**src/rtl/pixel_pkg.sv**
```systemverilog
// Shared types and defaults for the raster-order pixel reassembly path.
package pixel_pkg;

    localparam int DEF_DATA_WIDTH    = 32;
    localparam int DEF_RBG_SIZE      = 24;
    localparam int DEF_NUM_ENGINES   = 4;
    localparam int DEF_SCREEN_WIDTH  = 640;
    localparam int DEF_SCREEN_HEIGHT = 480;

    // x value broadcast when no pixel is being requested: one past the last
    // column, so no engine ever produces it and it differs from the queues'
    // all-ones empty entries.
    localparam int DEF_SENTINEL = DEF_SCREEN_WIDTH;

    typedef logic [DEF_RBG_SIZE-1:0] colour_t;

    typedef enum logic [1:0] {
        IDLE,
        WAIT,
        OUT
    } comb_state_t;

    // Counter width for a screen dimension; never narrower than one bit.
    function automatic int coord_width(input int dim);
        return (dim > 1) ? $clog2(dim) : 1;
    endfunction

endpackage

```
**src/rtl/raster_counter.sv**
```systemverilog
// Raster-order (x, y) coordinate generator: clear to (0,0), advance one pixel.
module raster_counter
    import pixel_pkg::*;
#(
    parameter int  SCREEN_WIDTH  = DEF_SCREEN_WIDTH,
    parameter int  SCREEN_HEIGHT = DEF_SCREEN_HEIGHT,
    localparam int XW            = coord_width(SCREEN_WIDTH),
    localparam int YW            = coord_width(SCREEN_HEIGHT)
) (
    input  logic          clk,
    input  logic          reset_n,
    input  logic          clear,
    input  logic          advance,
    output logic [XW-1:0] x,
    output logic [YW-1:0] y,
    output logic          last_in_line,
    output logic          last_in_frame
);

    logic [XW-1:0] x_q, x_d;
    logic [YW-1:0] y_q, y_d;

    assign last_in_line  = (x_q == XW'(SCREEN_WIDTH - 1));
    assign last_in_frame = last_in_line && (y_q == YW'(SCREEN_HEIGHT - 1));
    assign x = x_q;
    assign y = y_q;

    // Next coordinate: clear wins, otherwise step x and wrap into the next line.
    always_comb begin
        x_d = x_q;
        y_d = y_q;
        if (clear) begin
            x_d = '0;
            y_d = '0;
        end else if (advance) begin
            if (last_in_line) begin
                x_d = '0;
                y_d = last_in_frame ? '0 : y_q + YW'(1);
            end else begin
                x_d = x_q + XW'(1);
            end
        end
    end

    // Coordinate registers.
    always_ff @(posedge clk or negedge reset_n) begin
        if (!reset_n) begin
            x_q <= '0;
            y_q <= '0;
        end else begin
            x_q <= x_d;
            y_q <= y_d;
        end
    end

endmodule

```
**src/rtl/pixel_combinator.sv**
```systemverilog
// Requests pixels from the engine reorder queues in raster order and streams
// them out on a valid/ready interface with start-of-frame / end-of-line marks.
module pixel_combinator
    import pixel_pkg::*;
#(
    parameter int DATA_WIDTH    = DEF_DATA_WIDTH,
    parameter int RBG_SIZE      = DEF_RBG_SIZE,
    parameter int NUM_ENGINES   = DEF_NUM_ENGINES,
    parameter int SCREEN_WIDTH  = DEF_SCREEN_WIDTH,
    parameter int SCREEN_HEIGHT = DEF_SCREEN_HEIGHT
) (
    input  logic                          clk,
    input  logic                          reset_n,
    input  logic                          start,
    output logic [DATA_WIDTH-1:0]         xpixel_check,
    output logic [DATA_WIDTH-1:0]         ypixel_check,
    input  logic [NUM_ENGINES-1:0]        hit_i,
    input  logic [NUM_ENGINES*RBG_SIZE-1:0] colour_i,
    output logic [RBG_SIZE-1:0]           pix_data,
    output logic                          pix_valid,
    input  logic                          pix_ready,
    output logic                          pix_sof,
    output logic                          pix_eol,
    output logic                          busy,
    output logic                          frame_done,
    output logic                          err_multi_hit
);

    localparam int XW = coord_width(SCREEN_WIDTH);
    localparam int YW = coord_width(SCREEN_HEIGHT);
    localparam logic [DATA_WIDTH-1:0] SENTINEL = DATA_WIDTH'(SCREEN_WIDTH);

    comb_state_t           state_q, state_d;
    logic [RBG_SIZE-1:0]   pix_data_q, pix_data_d;
    logic                  pix_valid_q, pix_valid_d;
    logic                  pix_sof_q, pix_sof_d;
    logic                  pix_eol_q, pix_eol_d;
    logic                  frame_done_q, frame_done_d;
    logic                  err_q, err_d;

    logic                  cnt_clear, cnt_advance;
    logic [XW-1:0]         cur_x;
    logic [YW-1:0]         cur_y;
    logic                  last_in_line, last_in_frame;

    logic [RBG_SIZE-1:0]   colour_slice [NUM_ENGINES];
    logic [RBG_SIZE-1:0]   sel_colour;
    logic                  sel_found;
    logic                  hit_any, hit_multi;

    raster_counter #(
        .SCREEN_WIDTH (SCREEN_WIDTH),
        .SCREEN_HEIGHT(SCREEN_HEIGHT)
    ) u_raster (
        .clk          (clk),
        .reset_n      (reset_n),
        .clear        (cnt_clear),
        .advance      (cnt_advance),
        .x            (cur_x),
        .y            (cur_y),
        .last_in_line (last_in_line),
        .last_in_frame(last_in_frame)
    );

    genvar gi;
    generate
        for (gi = 0; gi < NUM_ENGINES; gi++) begin : g_slice
            assign colour_slice[gi] = colour_i[gi*RBG_SIZE +: RBG_SIZE];
        end
    endgenerate

    assign hit_any   = |hit_i;
    assign hit_multi = ($countones(hit_i) > 1);

    // Lowest-index hit wins when several queues answer at once.
    always_comb begin
        sel_colour = '0;
        sel_found  = 1'b0;
        for (int k = 0; k < NUM_ENGINES; k++) begin
            if (hit_i[k] && !sel_found) begin
                sel_colour = colour_slice[k];
                sel_found  = 1'b1;
            end
        end
    end

    // Coordinates are only broadcast in WAIT; otherwise the sentinel keeps a
    // queue from matching (and popping) a second time.
    assign xpixel_check = (state_q == WAIT) ? DATA_WIDTH'(cur_x) : SENTINEL;
    assign ypixel_check = (state_q == WAIT) ? DATA_WIDTH'(cur_y) : '0;

    assign pix_data      = pix_data_q;
    assign pix_valid     = pix_valid_q;
    assign pix_sof       = pix_sof_q;
    assign pix_eol       = pix_eol_q;
    assign frame_done    = frame_done_q;
    assign err_multi_hit = err_q;
    assign busy          = (state_q != IDLE);

    // Next-state and output-register computation for the request/emit FSM.
    always_comb begin
        state_d      = state_q;
        pix_data_d   = pix_data_q;
        pix_valid_d  = pix_valid_q;
        pix_sof_d    = pix_sof_q;
        pix_eol_d    = pix_eol_q;
        frame_done_d = 1'b0;
        err_d        = err_q;
        cnt_clear    = 1'b0;
        cnt_advance  = 1'b0;
        case (state_q)
            IDLE: begin
                if (hit_any) err_d = 1'b1;
                if (start) begin
                    cnt_clear = 1'b1;
                    state_d   = WAIT;
                end
            end
            WAIT: begin
                if (hit_any) begin
                    pix_data_d  = sel_colour;
                    pix_valid_d = 1'b1;
                    pix_sof_d   = (cur_x == '0) && (cur_y == '0);
                    pix_eol_d   = last_in_line;
                    state_d     = OUT;
                    if (hit_multi) err_d = 1'b1;
                end
            end
            OUT: begin
                if (hit_any) err_d = 1'b1;
                if (pix_valid_q && pix_ready) begin
                    pix_valid_d = 1'b0;
                    pix_sof_d   = 1'b0;
                    pix_eol_d   = 1'b0;
                    if (last_in_frame) begin
                        frame_done_d = 1'b1;
                        state_d      = IDLE;
                    end else begin
                        cnt_advance = 1'b1;
                        state_d     = WAIT;
                    end
                end
            end
            default: state_d = IDLE;
        endcase
    end

    // State and registered outputs.
    always_ff @(posedge clk or negedge reset_n) begin
        if (!reset_n) begin
            state_q      <= IDLE;
            pix_data_q   <= '0;
            pix_valid_q  <= 1'b0;
            pix_sof_q    <= 1'b0;
            pix_eol_q    <= 1'b0;
            frame_done_q <= 1'b0;
            err_q        <= 1'b0;
        end else begin
            state_q      <= state_d;
            pix_data_q   <= pix_data_d;
            pix_valid_q  <= pix_valid_d;
            pix_sof_q    <= pix_sof_d;
            pix_eol_q    <= pix_eol_d;
            frame_done_q <= frame_done_d;
            err_q        <= err_d;
        end
    end

endmodule
```
**config.mk**
```make
export PLATFORM = sky130hd
export DESIGN_NAME = pixel_combinator
export DESIGN_NICKNAME = d
export VERILOG_FILES = /design/src/rtl/pixel_pkg.sv /design/src/rtl/raster_counter.sv /design/src/rtl/pixel_combinator.sv
export SDC_FILE = /design/constraint.sdc
export NUM_CORES = 1
export LEC_CHECK = 0
export CORE_MARGIN = 2
export CORE_UTILIZATION = 39
export DETAILED_ROUTE_END_ITERATION = 10
export PLACE_DENSITY = 0.81
export SLEW_MARGIN = 20
export SYNTH_ARGS = -nofsm -noshare
export SYNTH_HDL_FRONTEND = slang
export SYNTH_SLANG_ARGS = --single-unit
```
**constraint.sdc**
```tcl
create_clock -name clk -period 2.8 [get_ports clk]
set_clock_uncertainty 0.05 [all_clocks]
set_input_delay 0.56 -clock clk [delete_from_list [all_inputs] [get_ports clk]]
set_output_delay 0.56 -clock clk [all_outputs]
set_load 0.01 [all_outputs]
```
==> impl_metrics.env <==
export IMPL_finish_cell_count_without_fillers=663
export IMPL_post_synth_instance_area_um2=3520
export IMPL_number_of_synthesized_flops_with_an_enable_pin=0
export IMPL_timing_final_crit_period_ns=2.63
export IMPL_postLayoutCoreUtil_pct=58.8
export IMPL_cpMaxStageDelayCell="clkdlybuf4s50_1"
export IMPL_design_core_area_um2=8720
export IMPL_yosysMostFrequentCell="a21oi_1"
export IMPL_crit_buf_inv=3
export IMPL_cts_tree="yes"
export IMPL_via_count=3604
export IMPL_groute_usage_overall_pct=21.9
export IMPL_type_of_the_worst_setup_path="flip-flop to primary output"
export IMPL_viasPerCell=5.44
export IMPL_post_synth_main_area_contributors="dfrtp_1 (36%), buf_4 (9.6%), a21oi_1 (8.2%)"
export IMPL_grt_pass1_vias=3548
export IMPL_rows=34
export IMPL_number_of_input_and_output_port_buffers_inserted=152
export IMPL_place_detailed_instances=656
export IMPL_cp_data_arrival_time_ns=2.02
export IMPL_timing_final_setup_violations=0
export IMPL_ffs_w_async_s_r_synth_pct=100
export IMPL_layout_drive_gt1_share_pct=6.31
export IMPL_timing_hold_violations_final=0
export IMPL_grt_antenna_before_repair=0
export IMPL_final_fill_count=809
export IMPL_die_x_um=99.1
export IMPL_tightestPinTransition_ns=0.849
export IMPL_grt_setup_unrepaired="no"
export IMPL_ys_flop_type="dfrtp_1"
export IMPL_drt_wl_total_um=11000
export IMPL_grt_pass1_wl_um=17500
export IMPL_drt_pass1_iter_count=4
export IMPL_area_growth_pct=45.6
export IMPL_cts_hold_buffers=0
export IMPL_nets=667
export IMPL_yosysWarningCount=0
export IMPL_start_util_pct=40.4
export IMPL_crit_required_ns=2.19
export IMPL_antenna_left=0
export IMPL_cts_buffers_inserted=5
export IMPL_power_leakage_nw=2.15
export IMPL_status="finished clean"
export IMPL_slew_limit_headroom_pct=43.4
export IMPL_grt_max_degree=42
export IMPL_synth_seq_cells=50
export IMPL_htree_levels=2
export IMPL_critical_path_top_delay_family="buffers and inverters"
export IMPL_die_height_um=99.1
export IMPL_synth_cell_types=47
export IMPL_worstSkewPairLatency_ns=0.30
export IMPL_drc=0
export IMPL_max_clock_path_buffers=2
export IMPL_cts_root_buf="clkbuf_8"
export IMPL_cp_max_fo=18
export IMPL_antennaDiodeCount=0
export IMPL_powerDensity_nw_per_um2=641
export IMPL_post_cts_setup_buffer_count=0
export IMPL_post_synth_top_cells="a21oi_1 (58), dfrtp_1 (50), buf_4 (45), nor2_1 (32), o211ai_1 (29)"
export IMPL_max_stage_delay_ns=0.57
export IMPL_gp_congestion=0.922
export IMPL_timing_setup_tns_ns=0
export IMPL_final_max_slew_viol_count=0
export IMPL_fp_dieArea_um2=9810
export IMPL_final_power_mw=3.29
export IMPL_highest_attainable_clock_frequency_ghz=0.380
export IMPL_floorplan_io_pins=198
export IMPL_globalRoute_totalOverflow=0
export IMPL_synth_cells=411
export IMPL_crit_chain="nor2b_1 -> buf_4 -> inv_1 -> nor2_1 -> clkdlybuf4s50_1"
export IMPL_cts_sinks=50
export IMPL_post_cts_resized=0
export IMPL_critPathLaunchType="flip-flop"
export IMPL_drt_wirelength_per_cell_um=16.6
export IMPL_drt_iter0_drc=136
export IMPL_place_hpwl_um=8660
export IMPL_max_cap_violations=0
export IMPL_timing_critical_path_to_type="primary output"
export IMPL_final_period_utilization_pct=93.9
export IMPL_synth_top_cell_by_area="dfrtp_1"
export IMPL_vdd_ir_drop_worst_mv=0.321
export IMPL_synth_seq_area_share_pct=35.5
export IMPL_holdCritPathClass="input pin to asynchronous set/reset pin"
export IMPL_yosysTopAreaCellShare_pct=35.5
export IMPL_syn_mean_instance_area_um2=8.57
export IMPL_clk_pin_slew_worst_paths_ns=0.09
-- where the power goes --
group          switching, mW  total, mW  internal (mW)
clock network          0.243      0.530          0.286
logic                  0.780       1.63          0.854
registers              0.181       1.13          0.945
total                   1.20       3.29           2.09
-- stage by stage --
step                area (um2)  hold WS [ns]  setup WS, ns
finish                    5130        0.0437         0.171
global route              5130        0.0442        0.0800
CTS                       5130        0.0401         0.148
detailed placement        5020         0.377        0.0586
global placement          5020         0.377         0.154
floorplan                 3690         0.214         0.544
-- per-layer routing --
layer / part of all wire (%) / GRT usage, % / vias up
met5: 0 / 0 / -
met4: 1.9 / 5.90 / 0
met3: 9.3 / 6.74 / 19
met2: 53 / 39.6 / 181
met1: 36 / 24.9 / 1704
li1: - / - / 1700
-- cells in the final DEF (no fill, tap or decap), types with 2 or more instances in the layout --
master,Yosys,layout
a21o_1,2,2
buf_4,45,13
a211o_1,2,2
nor2_1,32,32
conb_1,1,45
nand4_1,5,5
or4_1,4,4
or2_2,6,6
a21oi_1,58,58
nor2b_1,3,3
a221o_1,23,23
and3_1,6,6
nand2_1,21,21
and4b_1,2,2
dfrtp_1,50,50
nand2b_1,3,3
mux2i_1,7,7
ha_1,7,7
o211ai_1,29,29
and2_1,16,16
o21ai_0,6,6
nor4_1,5,5
inv_1,10,10
o31ai_1,3,3
nand3_1,14,14
clkbuf_8,0,6
nor3_1,3,3
clkdlybuf4s50_1,0,151
-- flip-flops by register name, summed over array words and instances (netlist names) --
register / flops
pix_data: 24
pix_sof: 1
u_raster.x: 10
pix_valid: 1
state_q: 2
pix_eol: 1
err_multi_hit: 1
u_raster.y: 9
frame_done: 1
-- final cells by class --
cell class	count	area [um2]	share of cell area (%)
multi-input cells	322	1960	38.2
well taps	108	135	2.63
clock buffers	6	82.6	1.61
inverters	10	37.5	0.732
flip-flops and latches	50	1250	24.4
clock inverters	1	30.0	0.585
repair buffers	166	1630	31.8
-- logic make-up (layout without fill, tap and decap cells) --
logic type / after synthesis / in the layout / share of synthesized area (%)
other: 1 / 45 / 0.106
adder cells (fa/ha/maj): 8 / 8 / 3.05
AO/OA/AOI/OAI: 131 / 131 / 25.2
buffers and inverters: 83 / 183 / 13.7
multiplexers: 8 / 8 / 2.31
AND/OR/NAND/NOR: 130 / 130 / 20.1
flip-flops: 50 / 50 / 35.5
-- final timing paths --
check	from	to	slack, ns	cells after the start
min in group clk	err_multi_hit	err_multi_hit	0.41	1
min	reset_n	u_raster.x[7]	0.04	1
max	state_q[1]	ypixel_check[1]	0.17	5
min reg2reg	err_multi_hit	err_multi_hit	0.41	1
max reg2reg	u_raster.x[1]	u_raster.y[8]	0.48	6
max in group asynchronous	reset_n	u_raster.y[5]	1.85	2
Power figures use the tool's default switching activity.
